==> src/rtl/hypot_pkg.sv <==
// hypot_pkg: state encoding and width helpers shared by the hypot sequencer.
package hypot_pkg;
    localparam int W_DEF = 8;
    typedef enum logic [2:0] {
        IDLE = 3'd0,
        SQX  = 3'd1,
        SQY  = 3'd2,
        ROOT = 3'd3,
        DONE = 3'd4
    } state_t;
    function automatic int sum_w(input int w);
        return 2 * w + 1;
    endfunction
    function automatic int res_w(input int w);
        return w + 1;
    endfunction
    function automatic int rem_w(input int w);
        return w + 3;
    endfunction
    localparam int SUM_W = sum_w(W_DEF);
    localparam int RES_W = res_w(W_DEF);
    localparam int REM_W = rem_w(W_DEF);
endpackage

==> src/rtl/hypot_isqrt_step.sv <==
// hypot_isqrt_step: one digit-by-digit square-root iteration (one result bit per call).
module hypot_isqrt_step
    import hypot_pkg::*;
#(
    parameter int W = W_DEF
) (
    input  logic [rem_w(W)-1:0] rem,
    input  logic [res_w(W)-1:0] root,
    input  logic [1:0]          pair,
    output logic [rem_w(W)-1:0] rem_nx,
    output logic [res_w(W)-1:0] root_nx
);
    localparam int RMW = rem_w(W);
    localparam int RSW = res_w(W);
    logic [RMW-1:0] rem_sh;
    logic [RMW-1:0] trial;
    logic           ge;
    always_comb begin
        rem_sh  = {rem[RMW-3:0], pair};
        trial   = {root, 2'b01};
        ge      = rem_sh >= trial;
        rem_nx  = ge ? rem_sh - trial : rem_sh;
        root_nx = {root[RSW-2:0], ge};
    end
endmodule

==> src/rtl/hypot_seq_ctrl.sv <==
// hypot_seq_ctrl: sequential floor(sqrt(x^2+y^2)) using one shared multiplier and an
// iterative square root, with valid/ready handshakes on both sides.
module hypot_seq_ctrl
    import hypot_pkg::*;
#(
    parameter int W = W_DEF
) (
    input  logic                clk,
    input  logic                rst_n,
    input  logic                in_valid,
    output logic                in_ready,
    input  logic [W-1:0]        x_in,
    input  logic [W-1:0]        y_in,
    output logic                out_valid,
    input  logic                out_ready,
    output logic [res_w(W)-1:0] mag_out,
    output logic                busy
);
    localparam int SW  = sum_w(W);
    localparam int RSW = res_w(W);
    localparam int RMW = rem_w(W);
    localparam int CW  = $clog2(W + 1);
    state_t         state, state_nx;
    logic [W-1:0]   x, y;
    logic [SW-1:0]  sum;
    logic [SW:0]    sum_ext;
    logic [RMW-1:0] rem, rem_nx;
    logic [RSW-1:0] root, root_nx;
    logic [CW-1:0]  count;
    logic [2*W-1:0] mul_op, prod;
    logic [1:0]     pair;
    always_comb begin
        state_nx = state == IDLE ? (in_valid ? SQX : IDLE) :
                   state == SQX  ? SQY :
                   state == SQY  ? ROOT :
                   state == ROOT ? (count == '0 ? DONE : ROOT) :
                   state == DONE ? (out_ready ? IDLE : DONE) : IDLE;
        in_ready  = state == IDLE;
        out_valid = state == DONE;
        busy      = state != IDLE;
        mul_op    = {{W{1'b0}}, state == SQX ? x : y};
        prod      = mul_op * mul_op;
        sum_ext   = {1'b0, sum};
        pair      = sum_ext[{count, 1'b0} +: 2];
    end
    always_ff @(posedge clk) begin
        if (!rst_n) state <= IDLE;
        else        state <= state_nx;
    end
    hypot_isqrt_step #(.W(W)) u_step (
        .rem     (rem),
        .root    (root),
        .pair    (pair),
        .rem_nx  (rem_nx),
        .root_nx (root_nx)
    );
    // Operands are only sampled on an accepted handshake; the sum pair index is count.
    always_ff @(posedge clk) begin
        if (!rst_n) begin
            x       <= '0;
            y       <= '0;
            sum     <= '0;
            rem     <= '0;
            root    <= '0;
            count   <= '0;
            mag_out <= '0;
        end else begin
            if (state == IDLE && in_valid) begin
                x <= x_in;
                y <= y_in;
            end
            if (state == SQX) sum <= SW'(prod);
            if (state == SQY) begin
                sum   <= sum + SW'(prod);
                rem   <= '0;
                root  <= '0;
                count <= CW'(W);
            end
            if (state == ROOT) begin
                rem   <= rem_nx;
                root  <= root_nx;
                count <= count - 1'b1;
                if (count == '0) mag_out <= root_nx;
            end
        end
    end
endmodule

==> config.mk <==
export PLATFORM = sky130hd
export DESIGN_NAME = hypot_seq_ctrl
export DESIGN_NICKNAME = d
export VERILOG_FILES = /design/src/rtl/hypot_pkg.sv /design/src/rtl/hypot_isqrt_step.sv /design/src/rtl/hypot_seq_ctrl.sv
export SDC_FILE = /design/constraint.sdc
export NUM_CORES = 1
export LEC_CHECK = 0
export ABC_CLOCK_PERIOD_IN_PS = 6300
export BUFFER_PORTS_ARGS = -buffer_cell sky130_fd_sc_hd__buf_4
export CELL_PAD_IN_SITES_DETAIL_PLACEMENT = 1
export CELL_PAD_IN_SITES_GLOBAL_PLACEMENT = 1
export CORE_UTILIZATION = 25
export DETAILED_ROUTE_END_ITERATION = 16
export PLACE_DENSITY_LB_ADDON = 0.1
export SYNTH_ARGS = -nofsm -noshare
export SYNTH_HDL_FRONTEND = slang
export SYNTH_SLANG_ARGS = --single-unit
==> constraint.sdc <==
create_clock -name clk -period 6.3 [get_ports clk]
set_clock_uncertainty 0.1 [all_clocks]
set_input_delay 0.63 -clock clk [delete_from_list [all_inputs] [get_ports clk]]
set_output_delay 0.63 -clock clk [all_outputs]
set_load 0.03 [all_outputs]
# --- Yosys cells after proc, flatten, opt, wreduce, memory -nomap -nowiden ---
# Index checks and enable logic that the tools add are counted.
totals:
  register_bits: 67
  out_inout_bits: 12
  wordCells: 43
op_classes:
  addsub: 3
  mul: 1
  n_lt_le_gt_ge: 1
  eq_ne: 4
  shifts: 1
  n_mux: 18
  reduce_logical: 7
ops:
  columns: ["operator", "n"]
  rows:
  - ["2-to-1 mux 9 bit", 5]
  - ["2-to-1 mux 17 bit", 2]
  - ["2-to-1 mux 3 bit", 7]
  - ["variable part select 18 x 6 -> 2 bit", 1]
  - ["adder 17 x 16 -> 17 bit", 1]
  - ["multiplier 8 x 8 -> 16 bit", 1]
  - ["greater-or-equal comparator 11 bit", 1]
  - ["subtractor 9 bit", 1]
  - ["2-to-1 mux 4 bit", 2]
  - ["2-to-1 mux 8 bit", 1]
  - ["equality test 3 x 2 -> 1 bit (second input constant)", 2]
  - ["logical NOT 4 bit", 1]
  - ["nonzero test 2 bit", 2]
  - ["subtractor 4 x 1 -> 4 bit (second input constant)", 1]
  - ["equality test 3 x 1 -> 1 bit (second input constant)", 1]
  - ["equality test 3 bit (second input constant)", 1]
  - ["logical NOT 3 bit", 1]
  - ["nonzero test 3 bit", 1]
  - ["AND reduction 2 bit", 1]
  - ["logical AND 1 bit", 1]
  - ["2-to-1 mux 1 bit", 1]

# --- Logic depth before layout (Yosys ltp) ---
# Gate-level depths: netlist of the first run.
depth:
  depth_word: 6
  depth_mapped: 29
  ltp_nobuf: 26

# --- Modules after synthesis ---
# A second synthesis of the first run with hierarchy kept.
unflattened:
  hier_cells: 754
  hier_area_um2: 6103.4
modules_own_cells:
  columns: ["mod", "n_inst", "cells_each", "area_per_inst_um2"]
  rows:
  - ["hypot_seq_ctrl", 1, 644, 5272.6]
  - ["hypot_isqrt_step", 1, 110, 830.8]

# --- Least setup slack after synthesis of the first run ---
# Ideal clock, no wire load.
synth_path:
  kind: "register -> register"
  from: "reg state[0]"
  to: "reg sum[16]"
  t_arrival_ps: 6514
  path_slack_ps: -379
  path_stages_with_launch: 29
  period_less_slack_ps: 6679
  cell_sequence: "dfxtp_1 > clkbuf_1 > inv_1 > nor3_1 > buf_1 > buf_2 > mux2i_1 > inv_1 > nand2_1 > inv_1 > fa_1 > fa_1 > inv_1 > fa_1 > fa_1 > inv_1 > ha_1 > o21ai_0 > a21boi_0 > nand3_1 > o31a_1 > o21bai_1 > xor2_1 > ha_1 > a21oi_1 > nor2_1 > a41oi_1 > mux2_2 > nor2_1"
synth_via:
  elab_chain_len: 5
  elab_cells_between_ends: 7
synth_lines:
  columns: ["element", "line", "rtl"]
  rows:
  - ["start, declared", "hypot_seq_ctrl.sv:23", "state_t state, state_nx;"]
  - ["start signal, assigned", "hypot_seq_ctrl.sv:48", "else state <= state_nx;"]
  - ["equality test 3 x 1 -> 1 bit", "hypot_seq_ctrl.sv:41, hypot_seq_ctrl.sv:72", null]
  - ["2-to-1 mux 8 bit", "hypot_seq_ctrl.sv:41", "mul_op = {{W{1'b0}}, state == SQX ? x : y};"]
  - ["multiplier 8 x 8 -> 16 bit", "hypot_seq_ctrl.sv:42", "prod = mul_op * mul_op;"]
  - ["adder 17 x 16 -> 17 bit", "hypot_seq_ctrl.sv:74", "sum <= sum + SW'(prod);"]
  - ["2-to-1 mux 17 bit", "hypot_seq_ctrl.sv:73", "if (state == SQY) begin"]
  - ["end signal, assigned", "hypot_seq_ctrl.sv:72", "if (state == SQX) sum <= SW'(prod);"]
  - ["end signal, assigned", "hypot_seq_ctrl.sv:74", null]
  - ["end, declared", "hypot_seq_ctrl.sv:25", "logic [SW-1:0] sum;"]
# Parallel ways exist; a longest one is shown, timed or not.
# A chain may end at the register's enable or synchronous reset.

# --- Worst setup path after layout of the first run ---
layout_path:
  from: "reg state[2]"
  to: "reg sum[16]"
# The elaborated chain is that of the path after synthesis.

==> impl_metrics.tcl, run 1 <==
set metrics [dict create \
    status "finished clean" \
    cp-end-kind "register" \
    placedCellCount 1021 \
    routed-via-count 5065 \
    syn_avg_cell_area_um2 8.02 \
    avgRoutedWirePerCell_um 16.3 \
    fin_util_pct 34.0 \
    coreArea_um2 21200 \
    fmax_ghz 0.163 \
    clk_latency_ns 0.34 \
    ys_async_sr_fraction_pct 0 \
    yosysSeqAreaShare_pct 24.5 \
    slew_viol_final 0 \
    fin_nets 880 \
    worst-endpoint-arrival_ns 6.30 \
    syn_nets 784 \
    netlist.area_leader.share_pct 24.5 \
    startpoint_type "register" \
    ir_worst_vdd_mv 0.109 \
    yosys_warnings 0 \
    ys_types 58 \
    p_per_area_nw_per_um2 216 \
    ioPinCount 32 \
    synth_top_area_cell "dfxtp_1" \
    place_hpwl_um 13100 \
    postCtsHoldBufs 0 \
    numPortBuffers 31 \
    cap_violations 0 \
    antenna_cells 0 \
    rsz0062_at_grt "true" \
    drive_gt1_share_pct 24.8 \
    hold_class "register to register" \
    area_growth_pct 31.9 \
    synth_edf_count 0 \
    hold_viol_final 0 \
    relSlewSlack_pct 36.7 \
    grt_usage_pct 16.1 \
    leakage_nw 3.11 \
    min_period_ns 6.14 \
    die_w_um 150 \
    drt_iter0_markers 135 \
    vias_per_cell 4.79 \
    final_cells 1057 \
    clockBufferDepth 2 \
    initial_core_util_pct 25.8 \
    drt-total-wl_um 17200 \
    die_area_um2 22500 \
    num_rows 53 \
    grt-ovfl-total 0 \
    cts_buffers 9 \
    worstMarginPinSlew_ns 0.946 \
    finalSetupViolCount 0 \
    crit_type "register to register" \
    required_ns 6.46 \
    root_buffer "clkbuf_16" \
    critPathMaxFanout 5 \
    ys_ff_latch 67 \
    cts_tree "built" \
    drt-pass1-iter-count 4 \
    p_total_mw 1.56 \
    r2r_slack_ns 0.16 \
    final_cell_mix "buf_4, nand2_1, a21oi_1, inv_1, dfxtp_1" \
    grt_start_max_net_pins 37 \
    synth_flop_cell "dfxtp_1" \
    antenna_found_initial 0 \
    grt_first_pass_wirelength_um 28000 \
    cts.sinks 67 \
    htreeDepth 3 \
    final_common_cell "buf_4" \
    gp_congestion 0.815 \
    synth_area_um2 5470 \
    ys_top_cells_by_area "dfxtp_1, ha_1, fa_1" \
    synthCells 682 \
    drtAntennaViolNets 0 \
    clkTransAtPathRegs_ns 0.07 \
    grt_pass1_vias 5399 \
    dp_slack_ns -0.183 \
    dieHeight_um 150 \
    setup_ws_ns 0.163 \
    finalCritPeriodShare_pct 97.4 \
    drc 0 \
]
[flip-flops by register name (all words and copies together), names as in the netlist]
name     flops
y            8
rem          9
sum         17
root         9
mag_out      9
x            8
state        3
count        4
[critical path, cell delays in order (launching register included)]
cell and delay [ns]:
dfxtp_2 0.34, nor3_4 0.22, buf_6 0.20, mux2i_4 0.26
buf_6 0.15, nor2_4 0.04, fa_1 0.50, xnor2_2 0.25
xnor2_2 0.11, fa_1 0.52, inv_1 0.05, fa_1 0.51
inv_2 0.05, ha_4 0.28, nand3_2 0.07, o211ai_1 0.32
nor4_4 0.08, a21o_1 0.19, xnor2_2 0.14, ha_1 0.29
nand4_1 0.17, buf_4 0.20, a21oi_4 0.14, nor2_4 0.06
a32oi_2 0.27, a41oi_2 0.15, mux2_4 0.32, nor2_1 0.08
[cell type report]
cell class | instances | area (um2)
Timing Repair Buffer | 108 | 837
Inverter | 74 | 278
Sequential cell | 67 | 1340
Multi-Input combinational cell | 518 | 4120
Clock inverter | 6 | 66.3
Tap cell | 275 | 344
Fill cell | 2552 | 14000
Clock buffer | 9 | 225
[path summary, 6_finish.rpt]
kind / from / end / cells past startpoint
setup reg to reg: state[2] / sum[16] / 27
setup / recovery: state[2] / sum[16] / 27
hold / removal: root[8] / root[8] / 2
hold reg to reg: root[8] / root[8] / 2
[stage by stage]
| stage | TNS (ns) | hold slack [ns] | instance area, um2 |
|---|---|---|---|
| after global routing | -0.364 | 0.393 | 7210 |
| final | 0 | 0.357 | 7210 |
| after floorplan | 0 | 0.332 | 5490 |
| after CTS | 0 | 0.365 | 7000 |
| after global placement | -0.0477 | 0.353 | 6400 |
| after detailed placement | -0.295 | 0.357 | 6400 |
[report_power, final]
group	switching, mW	internal [mW]
clock network	0.222	0.306
logic	0.302	0.249
registers	0.0314	0.450
total	0.555	1.01
[cell usage after synthesis, types with 5 or more instances]
| cell type | n |
|---|---|
| nand2b_1 | 7 |
| a21oi_1 | 72 |
| a22oi_1 | 6 |
| nor2b_1 | 5 |
| xor2_1 | 11 |
| a211oi_1 | 5 |
| nand3_1 | 16 |
| a31oi_1 | 5 |
| nand2_1 | 77 |
| ha_1 | 57 |
| xnor2_1 | 21 |
| o21a_1 | 6 |
| o21ai_1 | 6 |
| mux2i_1 | 17 |
| o21ai_0 | 26 |
| o21bai_1 | 7 |
| clkbuf_1 | 19 |
| fa_1 | 25 |
| inv_1 | 73 |
| nor2_1 | 69 |
| or2_2 | 6 |
| nor3_1 | 12 |
| dfxtp_1 | 67 |
[cell families (layout without fill, tap and decap cells)]
group           after synthesis  in the layout  share of synthesized area (%)
compound gates              169            169                           19.4
xor+xnor                     32             32                           5.12
mux                          23             23                           4.83
simple gates                212            212                           17.1
buf+inv                      97            197                           6.84
fa+ha+maj                    82             82                           22.2
flops                        67             67                           24.5
[timing repair]
item | CTS | global route
buffers inserted | 14 | 8
gates resized for setup | 35 | 47
cloned | 1 | 0
endpoints found under the hold margin | 0 | 0
pin swaps | 18 | 40
setup endpoints to repair | 5 | 6
[per-layer routing]
layer	wire (um)	up-vias	track usage, %
li1	-	2531	-
met1	8630	2472	22.0
met2	7970	47	26.2
met3	328	15	1.83
met4	309	0	5.30
met5	0	-	0
(Power assumes the default switching activity.)
==> inputs of run 2 (changes only) <==
==> constraint.sdc (replaced) <==
create_clock -name clk -period 6.3 [get_ports clk]
set_clock_uncertainty 0.1 [all_clocks]
set_input_delay 0 -clock clk [delete_from_list [all_inputs] [get_ports clk]]
set_output_delay 0 -clock clk [all_outputs]
set_load 0.03 [all_outputs]
==> run 2 against run 1 <==
Compared with the run above:
- global-route usage grew 0.058 points
- core utilization rose by 0.85 points
- cell count increased by 1.7%
- sequential cell count stayed put
- maximum frequency about the same
- setup slack better by 0.0047 ns
- register-to-register slack is essentially flat
- count of clock-buffer cells in the layout did not move
- die area did not move
- sequential power barely moved
==> impl_metrics.tcl, run 2 (synthesis gave the netlist of run 1 again) <==
set metrics [dict create \
    status "finished clean" \
    area_growth_pct 35.2 \
    coreArea_um2 21200 \
    p_total_mw 1.57 \
    vias_per_cell 4.78 \
    clkPwrFrac_pct 33.7 \
    grt_first_pass_wirelength_um 28100 \
    drt-pass1-iter-count 5 \
    final_common_cell "buf_4" \
    tns_ns 0 \
    grtUsageMet3_pct 1.83 \
    relSlewSlack_pct 38.3 \
    cp-end-kind "register" \
    min_period_ns 6.13 \
    grt_util_met1_pct 22.0 \
    initial_core_util_pct 25.8 \
    grt-ovfl-total 0 \
    setup_ws_ns 0.167 \
    antenna_found_initial 0 \
    clkTransAtPathRegs_ns 0.07 \
    htreeDepth 3 \
    startpoint_type "register" \
    drive_gt1_share_pct 24.3 \
    worst-endpoint-arrival_ns 6.30 \
    finalSetupViolCount 0 \
    swShare_pct 35.5 \
    cts_buffers 9 \
    hold_viol_final 0 \
    clk_latency_ns 0.34 \
    use_met2_pct 26.4 \
    routed-via-count 5138 \
    p_per_area_nw_per_um2 212 \
    required_ns 6.46 \
    root_buffer "clkbuf_16" \
    ioPinCount 32 \
    final_cell_mix "buf_4, nand2_1, a21oi_1, inv_1, dfxtp_1" \
    drt-total-wl_um 17400 \
    fin_nets 898 \
    cap_violations 0 \
    die_area_um2 22500 \
    combPwrFrac_pct 35.7 \
    avgRoutedWirePerCell_um 16.2 \
    crit_family "adder cells" \
    drc 0 \
    grt_start_max_net_pins 37 \
    gp_congestion 0.815 \
    dp_slack_ns -0.183 \
    grt_usage_pct 16.2 \
    p_switching_uw 558 \
    fmax_ghz 0.163 \
    largest_reg_flops 17 \
    dieHeight_um 150 \
    finalCritPeriodShare_pct 97.3 \
    p_int_mw 1.01 \
    seqPwrFrac_pct 30.6 \
    worstMarginPinSlew_ns 0.923 \
    path_buf_inv 5 \
    slowest_delay_ns 0.52 \
    drt_iter0_markers 166 \
    antenna_cells 0 \
    timing.hold.ws_ns 0.222 \
    cts_tree "built" \
    fin_util_pct 34.8 \
    critPathMaxFanout 5 \
    cp_slowest_cell "fa_1" \
    place_hpwl_um 13100 \
    grt_pass1_vias 5449 \
    cts.sinks 67 \
    die_w_um 150 \
    numPortBuffers 31 \
    clockBufferDepth 2 \
    slew_viol_final 0 \
    rsz0062_at_grt "true" \
    ir_worst_vdd_mv 0.109 \
    hold_class "input pin to register" \
    crit_type "register to register" \
    leakage_nw 3.19 \
    top_register "sum" \
    top_usage_layer "met2" \
    drtAntennaViolNets 0 \
    num_rows 53 \
]
## run 2: path summary, 6_finish.rpt
path / startpoint / endpoint / slack, ns / depth (start not counted)
worst max-delay path: state[2] / sum[16] / 0.17 / 27
worst max register to register: state[2] / sum[16] / 0.17 / 27
worst min-delay path: in_valid / y[7] / 0.22 / 4
worst min register to register: root[8] / root[8] / 0.36 / 2
## run 2: power groups by stage
stage / Clock [mW] / Combinational [mW] / Sequential (mW)
floorplan: 0 / 0.332 / 0.473
global placement: 0 / 0.494 / 0.487
detailed placement: 0 / 0.500 / 0.486
CTS: 0.544 / 0.552 / 0.480
global route: 0.565 / 0.620 / 0.484
finish: 0.529 / 0.561 / 0.481
## run 2: worst min-delay path: cells and delay by family
kind	cells	cell delay [ns]
buffers and inverters	1	0.11
AO/OA/AOI/OAI	1	0.05
AND/OR/NAND/NOR	2	0.45
## run 2: per-stage QoR
| step | cells | instance area [um2] |
|---|---|---|
| 3_5_place_dp | 1021 | 6400 |
| 5_1_grt | 1075 | 7390 |
| 6_report | 1075 | 7390 |
| 2_1_floorplan | 682 | 5490 |
| 4_1_cts | 1069 | 7180 |
| 3_3_place_gp | 1021 | 6400 |
## run 2: cell type report
cell class,count,area (um2)
tap,275,344
clock buffer,9,225
timing repair buffer,126,1020
multi-input combinational,518,4120
clock inverter,6,66.3
inverter,74,278
fill,2539,13800
sequential,67,1340
## run 2: timing repair
item                                   CTS  global route
endpoints found under the hold margin   24             0
pin swaps                               18            40
cloned                                   1             0
setup buffers                           14             8
setup endpoints to repair                5             6
gates resized for setup                 35            47
hold buffers                            18             0
## run 2: per-layer routing
layer	part of all wire [%]	vias up
li1	-	2564
met1	50	2507
met2	46	51
met3	2.0	16
met4	1.8	0
met5	0	-
